`src/rtl/data_path_n.sv`:
```
// Parametrised accumulator data path: NREGS general registers, NZVC ALU,
// PC, MAR, IR, CCR and a pre-decrement/post-increment hardware stack pointer.
module data_path_n #(
    parameter int               WIDTH   = 8,
    parameter int               NREGS   = 4,
    parameter logic [WIDTH-1:0] SP_INIT = {WIDTH{1'b1}}
) (
    input  logic                     clk,
    input  logic                     reset,
    input  logic [WIDTH-1:0]         from_memory,
    input  logic                     ir_load,
    input  logic                     ccr_load,
    input  logic                     mar_load,
    input  logic                     pc_load,
    input  logic                     pc_inc,
    input  logic                     reg_load,
    input  logic [$clog2(NREGS)-1:0] reg_wsel,
    input  logic [$clog2(NREGS)-1:0] reg_asel,
    input  logic [$clog2(NREGS)-1:0] reg_bsel,
    input  logic [2:0]               alu_sel,
    input  logic [1:0]               from_bus_sel,
    input  logic [2:0]               to_bus_sel,
    input  logic                     sp_push,
    input  logic                     sp_pop,
    output logic [WIDTH-1:0]         ir,
    output logic [3:0]               ccr,
    output logic [WIDTH-1:0]         address,
    output logic [WIDTH-1:0]         to_memory
);

    localparam int MSB = WIDTH - 1;

    typedef enum logic [2:0] {
        ALU_ADD  = 3'b000,
        ALU_SUB  = 3'b001,
        ALU_AND  = 3'b010,
        ALU_OR   = 3'b011,
        ALU_XOR  = 3'b100,
        ALU_INC  = 3'b101,
        ALU_DEC  = 3'b110,
        ALU_PASS = 3'b111
    } alu_op_e;

    typedef enum logic [2:0] {
        TO_PC   = 3'b000,
        TO_RA   = 3'b001,
        TO_RB   = 3'b010,
        TO_SP   = 3'b011,
        TO_CCR  = 3'b100,
        TO_NONE = 3'b101
    } to_sel_e;

    typedef enum logic [1:0] {
        FROM_ALU  = 2'b00,
        FROM_TO   = 2'b01,
        FROM_MEM  = 2'b10,
        FROM_ZERO = 2'b11
    } from_sel_e;

    logic [WIDTH-1:0] pc_q;
    logic [WIDTH-1:0] sp_q;
    logic [WIDTH-1:0] mar_q;
    logic [WIDTH-1:0] ir_q;
    logic [3:0]       ccr_q;
    logic [WIDTH-1:0] regs [NREGS];

    logic [WIDTH-1:0] op_a;
    logic [WIDTH-1:0] op_b;
    logic [WIDTH:0]   a_x;
    logic [WIDTH:0]   b_x;
    logic [WIDTH:0]   alu_wide;
    logic [WIDTH-1:0] alu_res;
    logic             alu_v;
    logic             alu_c;
    logic [3:0]       alu_flags;
    logic [WIDTH-1:0] to_bus;
    logic [WIDTH-1:0] from_bus;
    logic [WIDTH-1:0] sp_dec;
    logic [WIDTH-1:0] sp_inc;
    logic             push_only;
    logic             pop_only;

    localparam logic [WIDTH:0]   ONE_X = {{WIDTH{1'b0}}, 1'b1};
    localparam logic [WIDTH-1:0] ONE_W = {{(WIDTH-1){1'b0}}, 1'b1};

    assign op_a = regs[reg_asel];
    assign op_b = regs[reg_bsel];
    assign a_x  = {1'b0, op_a};
    assign b_x  = {1'b0, op_b};

    // Arithmetic is done one bit wider so carry/borrow falls out of the top bit.
    always_comb begin
        alu_wide = '0;
        alu_v    = 1'b0;
        alu_c    = 1'b0;
        case (alu_op_e'(alu_sel))
            ALU_ADD: begin
                alu_wide = a_x + b_x;
                alu_c    = alu_wide[WIDTH];
                alu_v    = (op_a[MSB] == op_b[MSB]) && (alu_wide[MSB] != op_a[MSB]);
            end
            ALU_SUB: begin
                alu_wide = a_x - b_x;
                alu_c    = alu_wide[WIDTH];
                alu_v    = (op_a[MSB] != op_b[MSB]) && (alu_wide[MSB] != op_a[MSB]);
            end
            ALU_AND: alu_wide = a_x & b_x;
            ALU_OR:  alu_wide = a_x | b_x;
            ALU_XOR: alu_wide = a_x ^ b_x;
            ALU_INC: begin
                alu_wide = a_x + ONE_X;
                alu_c    = alu_wide[WIDTH];
                alu_v    = !op_a[MSB] && alu_wide[MSB];
            end
            ALU_DEC: begin
                alu_wide = a_x - ONE_X;
                alu_c    = alu_wide[WIDTH];
                alu_v    = op_a[MSB] && !alu_wide[MSB];
            end
            default: alu_wide = b_x;
        endcase
    end

    assign alu_res   = alu_wide[MSB:0];
    assign alu_flags = {alu_res[MSB], (alu_res == '0), alu_v, alu_c};

    always_comb begin
        to_bus = '0;
        case (to_sel_e'(to_bus_sel))
            TO_PC:   to_bus = pc_q;
            TO_RA:   to_bus = op_a;
            TO_RB:   to_bus = op_b;
            TO_SP:   to_bus = sp_q;
            TO_CCR:  to_bus[3:0] = ccr_q;
            default: to_bus = '0;
        endcase
    end

    always_comb begin
        from_bus = '0;
        case (from_sel_e'(from_bus_sel))
            FROM_ALU:  from_bus = alu_res;
            FROM_TO:   from_bus = to_bus;
            FROM_MEM:  from_bus = from_memory;
            default:   from_bus = '0;
        endcase
    end

    // A simultaneous push and pop cancel out rather than picking a winner.
    assign push_only = sp_push && !sp_pop;
    assign pop_only  = sp_pop && !sp_push;
    assign sp_dec    = sp_q - ONE_W;
    assign sp_inc    = sp_q + ONE_W;

    always_ff @(posedge clk) begin
        if (reset) begin
            sp_q <= SP_INIT;
        end else if (push_only) begin
            sp_q <= sp_dec;
        end else if (pop_only) begin
            sp_q <= sp_inc;
        end
    end

    always_ff @(posedge clk) begin
        if (reset) begin
            mar_q <= '0;
        end else if (mar_load) begin
            mar_q <= from_bus;
        end else if (push_only) begin
            mar_q <= sp_dec;
        end else if (pop_only) begin
            mar_q <= sp_q;
        end
    end

    always_ff @(posedge clk) begin
        if (reset) begin
            pc_q <= '0;
        end else if (pc_load) begin
            pc_q <= from_bus;
        end else if (pc_inc) begin
            pc_q <= pc_q + ONE_W;
        end
    end

    always_ff @(posedge clk) begin
        if (reset) begin
            ir_q  <= '0;
            ccr_q <= 4'b0000;
        end else begin
            if (ir_load) begin
                ir_q <= from_bus;
            end
            if (ccr_load) begin
                ccr_q <= alu_flags;
            end
        end
    end

    // Reads above use the pre-edge values, so read-modify-write in one cycle is safe.
    always_ff @(posedge clk) begin
        if (reset) begin
            for (int i = 0; i < NREGS; i++) begin
                regs[i] <= '0;
            end
        end else if (reg_load) begin
            regs[reg_wsel] <= from_bus;
        end
    end

    assign ir        = ir_q;
    assign ccr       = ccr_q;
    assign address   = mar_q;
    assign to_memory = to_bus;

endmodule

```
`config.mk`:
```
export PLATFORM = sky130hd
export DESIGN_NAME = data_path_n
export DESIGN_NICKNAME = d
export VERILOG_FILES = /design/src/rtl/data_path_n.sv
export SDC_FILE = /design/constraint.sdc
export NUM_CORES = 1
export LEC_CHECK = 0
export CORE_UTILIZATION = 58
export DETAILED_ROUTE_END_ITERATION = 8
export HOLD_SLACK_MARGIN = 0.02
export PLACE_DENSITY_LB_ADDON = 0.3
export SLEW_MARGIN = 20
export SYNTH_ARGS = -nofsm -noshare
export SYNTH_HDL_FRONTEND = slang
export SYNTH_SLANG_ARGS = --single-unit
```
`constraint.sdc`:
```
create_clock -name clk -period 6 [get_ports clk]
set_clock_uncertainty 0.2 [all_clocks]
set_input_delay 1.5 -clock clk [delete_from_list [all_inputs] [get_ports clk]]
set_output_delay 1.5 -clock clk [all_outputs]
set_load 0.005 [all_outputs]
```
== After elaboration in Yosys (flattened, before gate mapping) ==
Memory sizes are Yosys's and may differ from the RTL's.
Index checks and enable logic that the tools add are counted.
Widths: inputs -> output; s select.

* Bits in registers: 36
* RAM bits: 32
* Bits of input ports: 32
* Output and inout bits: 28
* Word-level logic and storage cells: 71
* Memories: 1

{| class="wikitable"
|+ Memories
! name !! depth !! bits a word !! rd ports !! clocked after memory_dff !! write ports !! line !! RTL
|-
| regs || 4 || 8 || 2 || 0 || 4 || 65 || <nowiki>logic [WIDTH-1:0] regs [NREGS];</nowiki>
|}

* Add/sub/neg operators: 7
* Equality and inequality tests: 16
* Muxes and demuxes: 21
* Bitwise operators: 3
* Reduce and logical (&&, ||, !) cells: 18

{| class="wikitable"
|+ Operators with widths
! operator !! number
|-
| $mux 8 || 8
|-
| $pmux 8 s7 || 1
|-
| $pmux 8 s3 || 1
|-
| $pmux 4 s5 || 1
|-
| $add 8x1->8 const B || 2
|-
| $pmux 4 s4 || 1
|-
| $eq 3x2->1 const B || 4
|-
| $eq 3x3->1 const B || 4
|-
| $add 8x1->9 const B || 1
|-
| $add 8x8->9 || 1
|-
| $sub 8x1->9 const B || 1
|-
| $sub 8x8->9 || 1
|-
| $and 8x8->8 || 1
|-
| $logic_not 8->1 || 1
|-
| $or 8x8->8 || 1
|-
| $pmux 1 s4 || 2
|-
| $reduce_or 8->1 || 1
|-
| $sub 8x1->8 const B || 1
|-
| $xor 8x8->8 || 1
|-
| $eq 3x1->1 const B || 2
|-
| $logic_and 1x1->1 || 6
|-
| $logic_not 3->1 || 2
|-
| $mux 1 || 6
|-
| $logic_not 1->1 || 4
|-
| 8 further kinds || 11
|}

== Longest topological paths before layout ==
* Depth in word-level cells: 5
* Depth in mapped cells: 14
* Mapped depth without buffers: 13

== Worst setup path before layout ==
OpenSTA, ideal clock, no wires.

* Kind: input to register
* Start: in reg_asel[0]
* End: mem regs[2][7] (data pin)
* Arrival: 4600 ps
* Required time: 5533 ps
* Setup slack: 933 ps
* Cell stages on the path: 14
* Path buffers: 3
* Cells stage by stage: buf_6 mux4_1 buf_2 inv_1 ha_1 clkbuf_1 nor3_1 or3_1 a221oi_1 xnor2_1 nor2_1 o32a_1 a31oi_1 nor2_1

{| class="wikitable"
|+ RTL lines
! item !! line !! RTL
|-
| start, declared || 18 || <nowiki>input logic [$clog2(NREGS)-1:0] reg_asel,</nowiki>
|-
| end, declared || 65 ||
|}

== Final worst setup path ==
* Start: in reg_asel[0]
* End: out to_memory[6]

* Longest elaborated chain between the ends: 2

{| class="wikitable"
|+ Ends and longest elaborated chain
! item !! line !! RTL
|-
| $mem_v2 4x8 || -- ||
|-
| $pmux 4 s4 || 129 || <nowiki>case (to_sel_e'(to_bus_sel))</nowiki>
|-
| end, declared || 28 || <nowiki>output logic [WIDTH-1:0] to_memory</nowiki>
|}

Every way passes these cells.

==> summary.txt <==
Logic synthesis
  – Most frequent cells after synthesis: nor2_1 (81), inv_1 (37), a21oi_1 (36), dfxtp_1 (36), ha_1 (36)
  – Largest cells by area after synthesis: edfxtp_1 (17%), dfxtp_1 (13%), ha_1 (8.0%)
  – Async S/R FF share, synth: 0
  – Top-count cell post-synth: nor2_1
  – Post-Syn Area: 5647 um2
  – Synth unique cells: 73
  – Post-synth EDFFs: 32
  – Register bit total from synthesis: 68
  – Share of the synthesized area in the top cell type: 0.1702
  – Syn nets: 710
  – Register area share after synthesis: 0.2978
  – Synth area leader: edfxtp_1
  – Main synth FF type: dfxtp_1
  – Syn Inst Count: 640
  – Synth Warn #: 0
  – Syn avg cell area: 8.823 um2

Die
  – Die area: 10130 um2
  – IO Count: 60
  – FP Rows: 35
  – Core ar.: 9328 um2
  – Initial Utilization: 0.6054
  – Die X-Extent: 100.7 um
  – Chip Height: 100.7 um

Clock network
  – Clock sink count: 68
  – Post-cts gate resize count: 0
  – Total setup buffers inserted after CTS: 0
  – Clk_lat worst skew: 0.36 ns
  – CTS Buf Count: 9
  – Cts hold-fix bufs: 0
  – Clock H-tree levels: 3
  – Clk buf depth: 2
  – CTS tree: yes
  – Clk pin slew, worst setup/hold paths: 0.08 ns
  – Root Buffer: clkbuf_8

Timing
  – Final hold slack: 0.2706 ns
  – Setup violators final: 0
  – Fmax: 171.0 MHz
  – Post-route clock period utilization: 0.9748
  – Final TNS setup: 0 ns
  – RSZ-0062 raised after global routing: false
  – Rel. slew slack: 0.4393
  – Min Clock Period, post-route: 5.849 ns
  – Max Slew Vio Count: 0
  – Fin. Hold Viols: 0
  – Least-Margin Pin Slew: 0.8346 ns

Global route
  – GR Util All Layers: 0.3421
  – Largest net degree at the start of global routing: 43
  – Initial antenna violation count: 0
  – Vias in the first global route: 5055
  – First-pass GRT wire length: 26340 um
  – GR Layer Usage met1: 0.4700
  – Met2 usage: 0.5490
  – Met3 Use GR: 0.05617
  – Gr ovfl total: 0
  – Busiest grt layer: met2

Finish
  – Fin area: 6674 um2
  – Nets: 770
  – Layout cells sized above 1: 0.1220
  – Syn-to-layout area delta: 18.19%
  – Finished Layout Cells: 834
  – Number of diodes: 0

Route
  – Vias/cell: 6.423
  – Initial DRT Pass Iterations: 6
  – DR vias: 5357
  – Detailed Route WL: 16780 um
  – DRC: 0
  – Iter 0 DRT Violations: 472
  – DR WL/cell: 20.12 um
  – Post-route ant nets: 0

Place
  – Placed cells: 818
  – Number of port buffers: 59
  – Placed inst area: 6467 um2
  – GPL Wtd Cong: 0.9457
  – HPWL after DPL: 12990 um

Setup path
  – CP Launch Point: reg_asel[0]
  – Setup CP Type: in -> out
  – Critical Path AT: 4.15 ns
  – CP startpoint kind: primary input
  – Flop-to-flop setup slack: 2.03 ns
  – Reg2reg start: regs[1][6]
  – CP required: 4.30 ns
  – Critical path fanouts, max: 9
  – Crit. End Element: output port

Power and ir drop
  – Pwr dens: 225.2 nW/um2
  – Max VDD drop: 0.0002046 V
  – Static Leak: 0.002586 uW

Min path
  – Worst Min Path Start: ir[4]
  – Worst Hold Class: reg -> reg

Flow run
  – MaxCap Viol Count: 0

Status
  – Status: complete, no violations
## placed cells by master, fill, tap and decap left out, types with 23 or more instances in the layout
cell type,instances
clkdlybuf4s50_1,59
nand2_1,33
ha_1,36
nor2b_1,23
buf_4,32
a211oi_1,28
dfxtp_1,36
nor2_1,81
a21oi_1,36
inv_1,37
edfxtp_1,32
## cell families after synthesis
family / share of synthesized area
simple gates: 0.2052
compound gates: 0.2032
fa+ha+maj: 0.08686
mux: 0.1194
xor+xnor: 0.03257
buf+inv: 0.05495
flops: 0.2978
## metrics by stage
stage          setup slack [ns]  total power [uW]    util
2_1_floorplan            0.9325             905.5       -
3_3_place_gp             0.1858              1083  0.6934
3_5_place_dp             0.1136              1098  0.6934
4_1_cts                  0.1508              1493  0.7155
5_1_grt                 0.08813              1567  0.7155
6_report                 0.1512              1503  0.7155
## power breakdown
part / internal [uW] / switching, uW
Clock: 198 / 203
Combinational: 247 / 292
Sequential: 522 / 40.4
Total: 967 / 535
## registers in the layout, summed over array words and instances, names as in the netlist
name	flops
sp_q	8
address	8
pc_q	8
ir	8
ccr	4
regs	32
## layout make-up
class	count	area (um2)
Multi-Input combinational cell	493	3655
Fill cell	713	2654
Sequential cell	68	1682
Timing Repair Buffer	91	830.8
Tap cell	129	161.4
Inverter	37	138.9
Clock buffer	9	123.9
Clock inverter	7	82.58
## layer usage
metal	vias up	part of all wire
li1	2487	-
met1	2589	0.43
met2	244	0.47
met3	37	0.072
met4	0	0.026
met5	-	0
## final timing paths
path	cells past startpoint	endpoint
setup / recovery	5	to_memory[6]
hold / removal	2	ir[4]
setup reg to reg	12	address[6]
hold reg to reg	2	ir[4]
## worst max-delay path: stages
cell and delay, ns:
clkdlybuf4s50_1 0.75, mux4_1 0.75, mux4_2 0.49, nor2b_1 0.17, clkdlybuf4s50_1 0.48
No activity file was read; power rests on OpenSTA's default activity.
